[config.mk]
export PLATFORM = sky130hd
export DESIGN_NAME = rotary_step_decoder
export DESIGN_NICKNAME = d
export VERILOG_FILES = /design/src/rtl/rotary_step_decoder.sv
export SDC_FILE = /design/constraint.sdc
export NUM_CORES = 1
export LEC_CHECK = 0
export BUFFER_PORTS_ARGS = -buffer_cell sky130_fd_sc_hd__buf_2
export CORE_MARGIN = 10
export CORE_UTILIZATION = 25
export CTS_CLUSTER_DIAMETER = 120
export DETAILED_ROUTE_END_ITERATION = 6
export MAX_ROUTING_LAYER = met4
export PLACE_DENSITY_LB_ADDON = 0.1
export SETUP_SLACK_MARGIN = 0.2
export SYNTH_ARGS = -nofsm -noshare
export SYNTH_HDL_FRONTEND = slang
export SYNTH_SLANG_ARGS = --single-unit
export TNS_END_PERCENT = 20
[constraint.sdc]
create_clock -name clk -period 6.6 [get_ports clk]
set_clock_uncertainty 0.15 [all_clocks]
set_input_delay 0.33 -clock clk [delete_from_list [all_inputs] [get_ports clk]]
set_output_delay 0.33 -clock clk [all_outputs]
set_load 0.05 [all_outputs]
[src/rtl/rotary_step_decoder.sv]
// rotary_step_decoder
// Paddle-input decoder: synchronises and debounces an N_POS-wide one-hot sensor bus, turns each
// single-step move (with wrap-around) into a one-cycle left/right pulse, keeps a saturating
// paddle position and flags illegal codes or skipped positions.
//
// Ports
//   clk        in   system clock, all logic on posedge
//   rst        in   synchronous active-high reset
//   in_p       in   raw sensor bus, asynchronous to clk
//   en         in   1: moves update pos and pulse left/right; 0: index tracking only
//   recenter   in   load pos with POS_INIT
//   left_op    out  one-cycle pulse, accepted move to index-1 (mod N_POS)
//   right_op   out  one-cycle pulse, accepted move to index+1 (mod N_POS)
//   err_op     out  one-cycle pulse, illegal code or skipped position accepted
//   pos        out  paddle position, saturating at 0 and POS_MAX
//   cur_idx    out  last accepted position index
//   idx_valid  out  a legal position has been accepted since reset
module rotary_step_decoder #(
    parameter int unsigned N_POS        = 3,
    parameter int unsigned DEBOUNCE_CYC = 4,
    parameter int unsigned POS_W        = 8,
    parameter int unsigned POS_MAX      = 200,
    parameter int unsigned POS_INIT     = 100,
    parameter int unsigned STEP         = 1
) (
    input  logic                       clk,
    input  logic                       rst,
    input  logic [N_POS-1:0]           in_p,
    input  logic                       en,
    input  logic                       recenter,
    output logic                       left_op,
    output logic                       right_op,
    output logic                       err_op,
    output logic [POS_W-1:0]           pos,
    output logic [$clog2(N_POS)-1:0]   cur_idx,
    output logic                       idx_valid
);

    localparam int unsigned IdxW  = $clog2(N_POS);
    localparam int unsigned CntW  = $clog2(DEBOUNCE_CYC + 1);
    localparam int unsigned OnesW = $clog2(N_POS + 1);
    localparam int unsigned PosXW = POS_W + 1;

    localparam logic [0:0] StAcquire = 1'b0;
    localparam logic [0:0] StTrack   = 1'b1;

    logic [N_POS-1:0] s1_q, s2_q, cand_q, cand_d;
    logic [CntW-1:0]  cnt_q, cnt_d;
    logic             eval_q, eval_d;
    logic [0:0]       state_q, state_d;
    logic [IdxW-1:0]  idx_q, idx_d;
    logic [POS_W-1:0] pos_q, pos_d;
    logic             left_q, left_d, right_q, right_d, err_q, err_d;

    logic             stable;
    logic [IdxW-1:0]  hot_idx, idx_inc, idx_dec;
    logic [OnesW-1:0] n_ones;
    logic [PosXW-1:0] pos_up, pos_dn;
    logic [POS_W-1:0] pos_inc, pos_dec;

    // Population count and (for one-hot codes) bit index of the candidate.
    always_comb begin
        hot_idx = '0;
        n_ones  = '0;
        for (int i = 0; i < N_POS; i++) begin
            if (cand_q[i]) begin
                hot_idx = IdxW'(i);
                n_ones  = n_ones + OnesW'(1);
            end
        end
    end

    assign idx_inc = (idx_q == IdxW'(N_POS - 1)) ? '0 : idx_q + IdxW'(1);
    assign idx_dec = (idx_q == '0) ? IdxW'(N_POS - 1) : idx_q - IdxW'(1);

    // One extra bit so overflow past POS_MAX and borrow below zero are both visible.
    assign pos_up  = {1'b0, pos_q} + PosXW'(STEP);
    assign pos_dn  = {1'b0, pos_q} - PosXW'(STEP);
    assign pos_inc = (pos_up > PosXW'(POS_MAX)) ? POS_W'(POS_MAX) : pos_up[POS_W-1:0];
    assign pos_dec = pos_dn[POS_W] ? '0 : pos_dn[POS_W-1:0];

    // Candidate is acted on once, on the cycle after its count first reaches DEBOUNCE_CYC.
    assign stable = (cnt_q == CntW'(DEBOUNCE_CYC)) && !eval_q;

    always_comb begin
        cand_d = cand_q;
        cnt_d  = cnt_q;
        eval_d = eval_q;
        if (stable) begin
            eval_d = 1'b1;
        end
        if (s2_q != cand_q) begin
            cand_d = s2_q;
            cnt_d  = CntW'(1);
            eval_d = 1'b0;
        end else if (cnt_q != CntW'(DEBOUNCE_CYC)) begin
            cnt_d = cnt_q + CntW'(1);
        end
    end

    always_comb begin
        state_d = state_q;
        idx_d   = idx_q;
        pos_d   = pos_q;
        left_d  = 1'b0;
        right_d = 1'b0;
        err_d   = 1'b0;
        if (stable && (cand_q != '0)) begin
            if (n_ones > OnesW'(1)) begin
                err_d = 1'b1;
            end else if (state_q == StAcquire) begin
                idx_d   = hot_idx;
                state_d = StTrack;
            end else begin
                idx_d = hot_idx;
                if (hot_idx == idx_inc) begin
                    right_d = en;
                    if (en) pos_d = pos_inc;
                end else if (hot_idx == idx_dec) begin
                    left_d = en;
                    if (en) pos_d = pos_dec;
                end else if (hot_idx != idx_q) begin
                    err_d = 1'b1;
                end
            end
        end
        if (recenter) begin
            pos_d = POS_W'(POS_INIT);
        end
    end

    always_ff @(posedge clk) begin
        if (rst) begin
            s1_q    <= '0;
            s2_q    <= '0;
            cand_q  <= '0;
            cnt_q   <= '0;
            eval_q  <= 1'b0;
            state_q <= StAcquire;
            idx_q   <= '0;
            pos_q   <= POS_W'(POS_INIT);
            left_q  <= 1'b0;
            right_q <= 1'b0;
            err_q   <= 1'b0;
        end else begin
            s1_q    <= in_p;
            s2_q    <= s1_q;
            cand_q  <= cand_d;
            cnt_q   <= cnt_d;
            eval_q  <= eval_d;
            state_q <= state_d;
            idx_q   <= idx_d;
            pos_q   <= pos_d;
            left_q  <= left_d;
            right_q <= right_d;
            err_q   <= err_d;
        end
    end

    assign left_op   = left_q;
    assign right_op  = right_q;
    assign err_op    = err_q;
    assign pos       = pos_q;
    assign cur_idx   = idx_q;
    assign idx_valid = (state_q == StTrack);

endmodule
==> After elaboration in Yosys (flattened, before gate mapping) <==
Index checks and enable logic that the tools add are counted.
{ "word_totals": {"reg_bits": 27, "inputBits": 7, "output_inout_bits": 14} }
{ "op_classes": {"add_sub_neg": 7, "order_cmp": 2, "eq_ne": 9, "muxes": 20, "bitwise": 5, "reduce_logical": 14} }
{ "op_table": {"columns": ["cell", "n"], "rows": [
  ["8-bit 2-to-1 mux", 6],
  ["2-bit 2-to-1 mux", 5],
  ["8-bit by 1-bit adder with 9-bit output (second input constant)", 1],
  ["9-bit by 8-bit greater-than comparator with 1-bit output (second input constant)", 1],
  ["1-bit 2-to-1 mux", 9],
  ["8-bit by 1-bit subtractor with 9-bit output (second input constant)", 1],
  ["2-bit by 1-bit adder with 2-bit output (second input constant)", 3],
  ["6-bit AND reduction", 1],
  ["2-bit OR reduction", 3],
  ["6-bit OR reduction", 1],
  ["1-bit inverter", 5],
  ["5-bit OR reduction", 1],
  ["2-bit equality test", 2],
  ["2-bit != test (second input constant)", 2],
  ["2-bit nonzero test", 2],
  ["3-bit by 1-bit adder with 3-bit output (second input constant)", 1],
  ["3-bit equality test (second input constant)", 1],
  ["3-bit != test", 1],
  ["3-bit != test (second input constant)", 1],
  ["3-bit nonzero test", 1],
  ["2-bit equality test (second input constant)", 1],
  ["2-bit by 1-bit greater-than comparator with 1-bit output (second input constant)", 1],
  ["1-bit logical AND", 2],
  ["2-bit logical NOT", 1],
  ["4 further kinds", 4]
]} }

==> Depth between registers and ports, before layout <==
{ "depth": {"depth_word": 8, "mapped_depth": 10, "depth_no_buf": 9} }

==> Worst setup path before layout <==
OpenSTA, ideal clock, no wires.
{ "synth_timing": {"path_type": "register to register", "start": "register idx_q[0] (netlist: cur_idx[0])", "end": "register pos_q[2] (netlist: pos[2])", "setup_time_ps": 127, "arrival_ps": 2472, "required_ps": 6323, "slack_ps": 3851, "path_stages_with_launch": 11, "n_path_buf": 1, "path_cell_list": "dfxtp_1 > inv_1 > ha_1 > inv_1 > o221a_1 > o31ai_1 > and4_1 > buf_6 > o21ai_2 > a221oi_2 > o31ai_1"} }
{ "synth_between": {"elab_chain_cells": 5} }
{ "synth_rtl": {"columns": ["item", "line_no", "rtl"], "rows": [
  ["start: declaration", "51", "logic [IdxW-1:0] idx_q, idx_d;"],
  ["start signal: assignment", "152", "idx_q <= idx_d;"],
  ["2-bit by 1-bit subtractor with 2-bit output (tied with other cells)", "74", "assign idx_dec = (idx_q == '0) ? IdxW'(N_POS - 1) : idx_q - IdxW'(1);"],
  ["2-bit 2-to-1 mux, on equally long branches", "74, 73", null],
  ["2-bit equality test, on equally long branches", "119, 116", null],
  ["2-bit != test (no source line) or 2-bit nonzero test (tied branches)", null, null],
  ["6-bit AND reduction (no source line)", null, null],
  ["end signal: assignment", "141", "pos_q <= POS_W'(POS_INIT);"],
  ["end signal: assignment", "153", "pos_q <= pos_d;"],
  ["end: declaration", "52", "logic [POS_W-1:0] pos_q, pos_d;"]
]} }
Several ways; a longest one is shown, not always the timed one.
A chain may end at the register's enable or synchronous reset.

==> Final worst setup path <==
{ "layout_timing": {"start": "register idx_q[0] (netlist: cur_idx[0])", "end": "register pos_q[3] (netlist: pos[3])"} }
The elaborated chain is that of the path after synthesis.

==> results.cfg <==
[grt]
grt_use_met1_pct = 10.4
grt_max_degree = 20
overflow = 0
antenna_found_initial = 0
track_usage_pct = 8.48
grt_pass1_vias = 1504
grt_use_met3_pct = 1.35
grt_busiest_layer = met2
grt_pass1_wl_um = 7650
grtUsageMet2_pct = 13.6

[clock_tree]
insertion_delay_ns = 0.27
ctsResizeCount = 0
cts_hold_buf = 0
clockBufferDepth = 2
htree_levels = 1
cts.sink_count = 27
clkTransAtPathRegs_ns = 0.10
cts_setup_buffers = 0
cts-root-buf = clkbuf_8
cts_tree = yes
cts_buffers = 3

[worst_setup_path]
cp.arrival_ns = 2.84
crit_path_start_kind = flip-flop
crit_required_ns = 6.62
cpMaxStageDelayCell = and4_1
crit_top_cell = inv_1
critPathMaxStageDelay_ns = 0.46
worstSetupPathType = reg -> reg
cp-end-kind = flip-flop
crit_chain = inv_1 > ha_1 > inv_1 > o221a_1 > o31ai_1 > and4_1 > o211ai_1 > a221oi_1 > a21oi_1
cp_max_fo = 8

[synth]
synthAdderAreaFrac_pct = 5.57
synthTopCellsByArea = dfxtp_1 (30%), ha_1 (5.6%), nor2b_1 (4.2%)
ys.flop_type = dfxtp_1
synthArstFlopShare_pct = 0
synthesis.nets = 234
synth_area_leader_cell = dfxtp_1
synth_compound_area_share_pct = 22.9
synth_xor_area_share_pct = 5.85
netlist_area_um2 = 1800
postSynthCellCount = 219
synth_edf_count = 0
seq_area_frac_synth_pct = 30.1
ys_warn_count = 0
ys_types = 53
syn_avg_cell_area_um2 = 8.20
synth_top_family_by_area = simple AND/OR/NAND/NOR gates
ys_ff_latch = 27
muxShareOfSynthArea_pct = 1.67
synth-simple-area-share_pct = 25.6
synth_top_area_share_pct = 30.1

[drt]
wl_per_cell_um = 13.8
vias = 1592
postRouteWirelength_um = 4460
vias_per_cell = 4.93
post-route-drc-count = 0
drt-pass1-iter-count = 4
drtIter0Drc = 109
antenna_left = 0

[timing]
fin_crit_sh_pct = 42.8
hold_viol = 0
setup_ws_ns = 3.77
finalMaxSlewViolations = 0
setup_viol = 0
slew_headroom_pct = 52.0
whs_ns = 0.105
setup_tns_ns = 0
layout_min_cycle_time_ns = 2.83
rsz0062_at_grt = no
worst_slew_pin_slew_ns = 0.715
fmax_mhz = 354

[floorplan]
chipHeight_um = 105
io_pins = 21
die-area_um2 = 11000
rows = 30
initial_utilization_pct = 26.1
die_w_um = 105
coreArea_um2 = 6870

[power_and_ir_drop]
power.density_nw_per_um2 = 146
ir_worst_vdd_uv = 60.2
power.leakage_nw = 0.703
p_total_uw = 285

[placement]
io_buffers = 20
dpl_worst_slack_ns = 3.82
place_inst = 319
dp_hpwl_um = 3300
gp_congestion = 0.859

[finish]
n_antenna_cell = 0
nets = 243
final-instance-count-excl-fill = 323
drive_gt1_share_pct = 15.4
syn2layout_area_growth_pct = 8.85

[run]
cap_violations = 0

[hold_path]
hold_path_class = in -> reg

[outcome]
status = completed
[through the flow]
step	utilization, %	area [um2]
3_3_place_gp	27.8	1910
2_1_floorplan	-	1800
6_report	28.5	1950
4_1_cts	28.5	1950
5_1_grt	28.5	1950
3_5_place_dp	27.8	1910
[cells in the mapped netlist, drive strengths merged (3+ instances only)]
master   n
dfxtp   27
o21ai   18
nand2   16
nor2    15
nor3    13
nor2b   12
inv     11
nand3   10
buf      9
a21oi    8
ha       8
xor2     7
clkbuf   6
o31ai    5
xnor2    5
a211oi   4
a221oi   4
and2     4
nor4     4
mux2i    3
[kinds of logic after synthesis]
group	count (synthesis)
simple gates	85
compound gates	57
buf+inv	27
flops	27
xor+xnor	12
fa+ha+maj	8
mux	3
[layer usage]
| layer | share of wire [%] | vias up |
|---|---|---|
| met2 | 49 | 25 |
| met3 | 2.5 | 4 |
| li1 | - | 807 |
| met1 | 47 | 756 |
| met4 | 0.99 | 0 |
| met5 | 0 | - |
[worst paths after layout]
kind / start / to / slack [ns] / depth (start not counted)
max reg2reg: cur_idx[0] / pos[3] / 3.77 / 9
min: in_p[0] / s1_q[0] / 0.11 / 2
max: cur_idx[0] / pos[3] / 3.77 / 9
min reg2reg: s1_q[0] / s2_q[0] / 0.30 / 1
[critical path, delay by kind of cell (launching register included)]
kind | cells | cell delay, ns
compound gates | 5 | 1.17
simple gates | 1 | 0.46
flops | 1 | 0.45
fa+ha+maj | 1 | 0.32
buf+inv | 2 | 0.16
[placed cells by master (no fill, tap or decap), drive strengths merged, types with 2 or more instances in the layout]
cell type	count
o21ai	18
nor4	4
o31ai	5
buf	20
nor2	15
and2	4
nor4b	2
ha	8
mux2i	3
clkbuf	3
a211oi	4
inv	11
a21oi	8
xor2	7
and4	2
nor2b	12
xnor2	5
o22ai	2
nand2	16
a31oi	2
nand3	10
nand3b	2
a221oi	4
o211ai	2
nor3	13
dfxtp	27
[cell type report]
class                   count  area, um2
flip-flops and latches     27        541
repair buffers             20        100
clock inverters             1       5.00
multi-input cells         165       1110
clock buffers               3       41.3
fillers                   755       4910
well taps                  96        120
inverters                  11       41.3
[state kept, by name (all words and copies together), names as in the netlist]
name       count
pos            8
cand_q         3
cnt_q          3
s1_q           3
s2_q           3
cur_idx        2
err_op         1
eval_q         1
idx_valid      1
left_op        1
right_op       1
[power breakdown]
group	internal, mW	switching, mW
combinational	0.00818	0.0110
clock	0.0423	0.0531
sequential	0.166	0.00348
total	0.217	0.0676
Power figures use the tool's default switching activity.
